==> config.mk <==
export PLATFORM = sky130hd
export DESIGN_NAME = hazard_ctrl
export DESIGN_NICKNAME = d
export VERILOG_FILES = /design/src/rtl/hazard_ctrl.sv
export SDC_FILE = /design/constraint.sdc
export NUM_CORES = 1
export LEC_CHECK = 0
export CAP_MARGIN = 20
export CORE_ASPECT_RATIO = 1.25
export CORE_UTILIZATION = 51
export CTS_CLUSTER_SIZE = 28
export DETAILED_ROUTE_END_ITERATION = 10
export PLACE_DENSITY_LB_ADDON = 0.3
export SETUP_SLACK_MARGIN = 0.4
export SLEW_MARGIN = 20
export SYNTH_ARGS = -nofsm -noshare
export SYNTH_HDL_FRONTEND = slang
export SYNTH_SLANG_ARGS = --single-unit
==> constraint.sdc <==
create_clock -name clk_i -period 6.75 [get_ports clk_i]
set_input_delay 1.35 -clock clk_i [delete_from_list [all_inputs] [get_ports clk_i]]
set_output_delay 1.35 -clock clk_i [all_outputs]
set_load 0.01 [all_outputs]
==> src/rtl/hazard_ctrl.sv <==
// rtl/hazard_ctrl.sv - pipeline stall/flush/forwarding control for the 5-stage RV32I core
module hazard_ctrl #(
    parameter int unsigned MEM_TIMEOUT = 255
) (
    input  logic        clk_i,
    input  logic        reset_ni,
    input  logic [4:0]  id_rs1_addr_i,
    input  logic [4:0]  id_rs2_addr_i,
    input  logic        id_rs1_used_i,
    input  logic        id_rs2_used_i,
    input  logic [4:0]  ex_rs1_addr_i,
    input  logic [4:0]  ex_rs2_addr_i,
    input  logic [4:0]  ex_rd_addr_i,
    input  logic        ex_rd_wren_i,
    input  logic        ex_is_load_i,
    input  logic [4:0]  mem_rd_addr_i,
    input  logic        mem_rd_wren_i,
    input  logic [4:0]  wb_rd_addr_i,
    input  logic        wb_rd_wren_i,
    input  logic        ex_redirect_i,
    input  logic        lsu_req_i,
    input  logic        lsu_ack_i,
    output logic        pc_en_o,
    output logic        if_id_en_o,
    output logic        id_ex_en_o,
    output logic        ex_mem_en_o,
    output logic        mem_wb_en_o,
    output logic        if_id_flush_o,
    output logic        id_ex_flush_o,
    output logic [1:0]  fwd_a_sel_o,
    output logic [1:0]  fwd_b_sel_o,
    output logic        mem_timeout_o,
    output logic [31:0] stall_cnt_o,
    output logic [31:0] flush_cnt_o
);

    localparam int unsigned CW = $clog2(MEM_TIMEOUT + 1);
    localparam logic [CW-1:0] WAIT_LAST = CW'(MEM_TIMEOUT - 1);

    localparam logic [0:0] RUN      = 1'b0;
    localparam logic [0:0] MEM_WAIT = 1'b1;

    logic [0:0]    state_q, state_d;
    logic [CW-1:0] wait_cnt_q, wait_cnt_d;
    logic          mem_timeout_q, mem_timeout_d;
    logic [31:0]   stall_cnt_q, stall_cnt_d;
    logic [31:0]   flush_cnt_q, flush_cnt_d;

    logic freeze;
    logic load_use;
    logic wait_last;

    function automatic logic [1:0] fwd_sel(input logic [4:0] src);
        if (mem_rd_wren_i && mem_rd_addr_i != 5'd0 && mem_rd_addr_i == src)
            return 2'b01;
        else if (wb_rd_wren_i && wb_rd_addr_i != 5'd0 && wb_rd_addr_i == src)
            return 2'b10;
        else
            return 2'b00;
    endfunction

    always_comb begin
        wait_last = (wait_cnt_q == WAIT_LAST);
        freeze    = ((state_q == RUN) && lsu_req_i && !lsu_ack_i) ||
                    ((state_q == MEM_WAIT) && !lsu_ack_i && !wait_last);
        load_use  = ex_is_load_i && ex_rd_wren_i && (ex_rd_addr_i != 5'd0) &&
                    ((id_rs1_used_i && id_rs1_addr_i == ex_rd_addr_i) ||
                     (id_rs2_used_i && id_rs2_addr_i == ex_rd_addr_i));

        state_d       = state_q;
        wait_cnt_d    = wait_cnt_q;
        mem_timeout_d = mem_timeout_q;
        flush_cnt_d   = flush_cnt_q;

        case (state_q)
            RUN: begin
                if (lsu_req_i && !lsu_ack_i) begin
                    state_d    = MEM_WAIT;
                    wait_cnt_d = '0;
                end
            end
            MEM_WAIT: begin
                if (lsu_ack_i) begin
                    state_d = RUN;
                end else if (wait_last) begin
                    // Forced release: let the pipe move and remember the lost access.
                    state_d       = RUN;
                    mem_timeout_d = 1'b1;
                end else begin
                    wait_cnt_d = wait_cnt_q + CW'(1);
                end
            end
            default: state_d = RUN;
        endcase

        pc_en_o       = 1'b0;
        if_id_en_o    = 1'b0;
        id_ex_en_o    = 1'b0;
        ex_mem_en_o   = 1'b0;
        mem_wb_en_o   = 1'b0;
        if_id_flush_o = 1'b0;
        id_ex_flush_o = 1'b0;
        fwd_a_sel_o   = 2'b00;
        fwd_b_sel_o   = 2'b00;

        if (reset_ni) begin
            fwd_a_sel_o = fwd_sel(ex_rs1_addr_i);
            fwd_b_sel_o = fwd_sel(ex_rs2_addr_i);
            if (freeze) begin
                pc_en_o = 1'b0;
            end else if (ex_redirect_i) begin
                pc_en_o       = 1'b1;
                if_id_en_o    = 1'b1;
                id_ex_en_o    = 1'b1;
                ex_mem_en_o   = 1'b1;
                mem_wb_en_o   = 1'b1;
                if_id_flush_o = 1'b1;
                id_ex_flush_o = 1'b1;
                flush_cnt_d   = flush_cnt_q + 32'd1;
            end else if (load_use) begin
                id_ex_en_o    = 1'b1;
                id_ex_flush_o = 1'b1;
                ex_mem_en_o   = 1'b1;
                mem_wb_en_o   = 1'b1;
            end else begin
                pc_en_o     = 1'b1;
                if_id_en_o  = 1'b1;
                id_ex_en_o  = 1'b1;
                ex_mem_en_o = 1'b1;
                mem_wb_en_o = 1'b1;
            end
        end

        stall_cnt_d = pc_en_o ? stall_cnt_q : stall_cnt_q + 32'd1;
    end

    always_ff @(posedge clk_i) begin
        if (!reset_ni) begin
            state_q       <= RUN;
            wait_cnt_q    <= '0;
            mem_timeout_q <= 1'b0;
            stall_cnt_q   <= '0;
            flush_cnt_q   <= '0;
        end else begin
            state_q       <= state_d;
            wait_cnt_q    <= wait_cnt_d;
            mem_timeout_q <= mem_timeout_d;
            stall_cnt_q   <= stall_cnt_d;
            flush_cnt_q   <= flush_cnt_d;
        end
    end

    assign mem_timeout_o = mem_timeout_q;
    assign stall_cnt_o   = stall_cnt_q;
    assign flush_cnt_o   = flush_cnt_q;

endmodule

==> summary.txt <==
Result of the run -> finished clean
Standard cell area after detailed placement -> 5180 µm²
Total power of the final layout -> 0.978 mW
Overall overflow remaining after global route -> 0
Total of warnings raised by yosys -> 0
Setup repair after global routing missed its margin -> no
Fill cells -> 593
Via count of the first global-routing pass -> 3517
Final Slew Violations -> 0
Async S/R FF share, synth -> 0%
Port bufs -> 121
Max Clk Rate -> 188 MHz
Clock sinks -> 74
Leak -> 1.85 nW
Critical path origin -> ex_rd_addr_i[0]
Final TNS setup -> 0 ns
Cts bufs inserted -> 9
CP Launch Type -> primary input
Sequence of cells on the critical path -> clkdlybuf4s50_1 -> or3_1 -> o311a_1 -> a31oi_4 -> clkdlybuf4s50_1
Number of instances in the placed design -> 665
Ant. Diodes -> 0
Synthesis-to-finish area growth -> 38.5%
CP delay by family, top -> buffers and inverters
Class of the tightest hold or removal check -> flip-flop to flip-flop
Post-Syn Area per Cell -> 8.34 µm²
Sequential standard cell area -> 1480 µm²
Final Core Density -> 73.4%
Worst reg2reg path startpoint -> wait_cnt_q[0]$_SDFFE_PN0P_
Final nets -> 634
Cell occurring most often along the worst timing path -> sky130_fd_sc_hd__clkdlybuf4s50_1
Die Area -> 8040 µm²
Clock root buffer -> sky130_fd_sc_hd__clkbuf_8
Die width -> 80.4 µm
H-tree Lvls -> 3
Total via count after detailed routing -> 3903
DRT iter0 DRCs -> 274
I/O pin count -> 122
Hold buffer count at cts -> 0
Initial Utilization -> 53.0%
Core area -> 7400 µm²
Clock latency at the later pin of the worst-skew pair -> 0.35 ns
First-pass GRT wire length -> 16.3 mm
Cell type of the slowest stage on the worst timing path -> sky130_fd_sc_hd__a31oi_4
Post-Route WL -> 10.1 mm
Gpl congestion -> 0.847
Worst clock skew on the final layout -> 0.0105 ns
Final setup violating endpoints -> 0
Antenna violations before repair -> 0
CTS tree -> done
Transition time at the pin with the least slew margin -> 1.06 ns
CTS clock-pin slew for the worst setup and hold paths -> 0.08 ns
Maximum single-stage delay on the critical path -> 0.69 ns
Largest fanout on the critical path -> 36
R2R setup slack -> 3.89 ns
Time the worst path needs with I/O delays and setup -> 5.32 ns
Data required time of the critical path -> 5.40 ns
Number of hold-slack violations in the final timing report -> 0
Setup fix buffers added after clock tree synthesis -> 0
#FFs+latches synth -> 74
Crit path buffers/inverters -> 2
Final standard cell count with taps included and fillers excluded -> 681
Half-perimeter wire length of the detailed placement result -> 7.26 mm
Relative slew slack -> 29.0%
Antenna Violating Nets Remaining -> 0
Share of synthesized area occupied by flip-flops and latches -> 37.8%
Count of standard-cell rows -> 35
Iteration count of the initial detailed-routing pass -> 4
Cell area after layout -> 5430 µm²
GRT Total Usage -> 25.6%
Maximum buffer depth of the clock tree -> 2
Max Cap Viol -> 0
Share of post-route cells with drive strength above 1 -> 4.41%
Gate count after technology mapping -> 470
Resize count post-CTS -> 0
Crit share post-route -> 78.8%
Wirelength per Cell -> 14.9 µm
Area of the mapped netlist -> 3920 µm²
Setup CP Type -> primary input to output pin
Hold_sp -> flush_cnt_o[1]$_SDFFE_PN0P_
DRC viols -> 0
Total power density per cell area -> 180 nW/µm²
Maximum number of pins on one net before global-route repair -> 65
Multi-input logic area -> 2310 µm²
Largest voltage drop on the vdd net -> 0.000169 V
Signal arrival time at the worst endpoint -> 3.97 ns
Ratio of routed vias to standard cells -> 5.73
Number of nets in the synthesized netlist -> 520
Chip height -> 100 µm
Distinct cell type count of the synthesized netlist -> 43
Post-synth EDFFs -> 0
Crit path capture type -> output pin
Synth Flop Type -> sky130_fd_sc_hd__dfxtp_1
==> final timing paths <==
path	cells past startpoint	end
hold reg to reg	2	flush_cnt_o[1]$_SDFFE_PN0P_
setup reg to reg	8	flush_cnt_o[5]$_SDFFE_PN0P_
hold / removal	2	flush_cnt_o[1]$_SDFFE_PN0P_
setup / recovery	5	pc_en_o
==> per-stage QoR <==
stage          hold WS (ns)  setup slack [ns]
2_1_floorplan         0.465              2.55
3_3_place_gp          0.463              1.49
3_5_place_dp          0.488              1.43
4_1_cts               0.499              1.43
5_1_grt               0.538              1.31
6_report              0.497              1.43
==> cells by family after synthesis <==
kind of cell / after synthesis / share of synthesized area (%)
simple gates: 219 / 30.0
compound gates: 75 / 12.5
flops: 74 / 37.8
xor+xnor: 64 / 14.3
buf+inv: 32 / 3.64
fa+ha+maj: 4 / 1.28
mux: 2 / 0.511
==> flip-flops by register name, indices dropped and copies added (netlist names) <==
signal and flops:
flush_cnt_o 32, mem_timeout_o 1, stall_cnt_o 32, state_q 1
wait_cnt_q 8
==> layer usage <==
layer  GRT usage [%]  vias to the layer above  share of wire [%]
li1                -                     1932                  -
met1            29.6                     1828                 41
met2            44.9                      125                 51
met3            7.18                       18                6.5
met4            8.38                        0                1.7
met5               0                        -                  0
==> synthesized netlist by cell type, drive strengths merged (10+ instances only) <==
cell / count / area share [%]
dfxtp: 74 / 38
nor2: 47 / 4.5
nand2: 42 / 4.1
xor2: 38 / 8.5
a21oi: 28 / 3.6
xnor2: 26 / 5.8
nand4: 25 / 4.2
nand3: 24 / 3.1
o21ai: 21 / 2.7
or3: 18 / 2.9
or4: 15 / 3.0
and3: 12 / 1.9
inv: 12 / 1.1
clkbuf: 11 / 1.1
and4: 10 / 2.2
==> placed cells by master (no fill, tap or decap), drive strengths merged, types with 3 or more instances in the layout <==
cell and n:
o31ai 8, and3 12, nor3 6, inv 12, xor2 38, nand4 25
nand2b 4, o41ai 3, clkinv 3, nand2 42, dfxtp 74, nor2 47
clkdlybuf4s50 121, nor4 8, o211ai 5, bufinv 3, o21ai 21, or3 18
and2 4, xnor2 26, ha 4, nand3 24, and4 10, or4 15
a21oi 28, clkbuf 10
==> power breakdown <==
part	internal, mW	switching, mW	total, mW
Combinational	0.0518	0.0485	0.100
Sequential	0.440	0.00487	0.445
Clock	0.257	0.176	0.433
==> worst min-delay path: cells and delay by family, from the launching register on <==
| family | cells | cell delay, ns |
|---|---|---|
| and+or+nand+nor | 1 | 0.06 |
| DFF | 1 | 0.34 |
| AOI/OAI and AO/OA | 1 | 0.05 |
==> area by class of cell <==
cell class	count	share of cell area, %
clock inverter	6	2.07
inverter	12	0.853
multi-input combinational	364	42.5
tap	92	2.12
sequential	74	27.3
clock buffer	10	2.54
timing repair buffer	123	22.6
No activity file was read; power rests on OpenSTA's default activity.
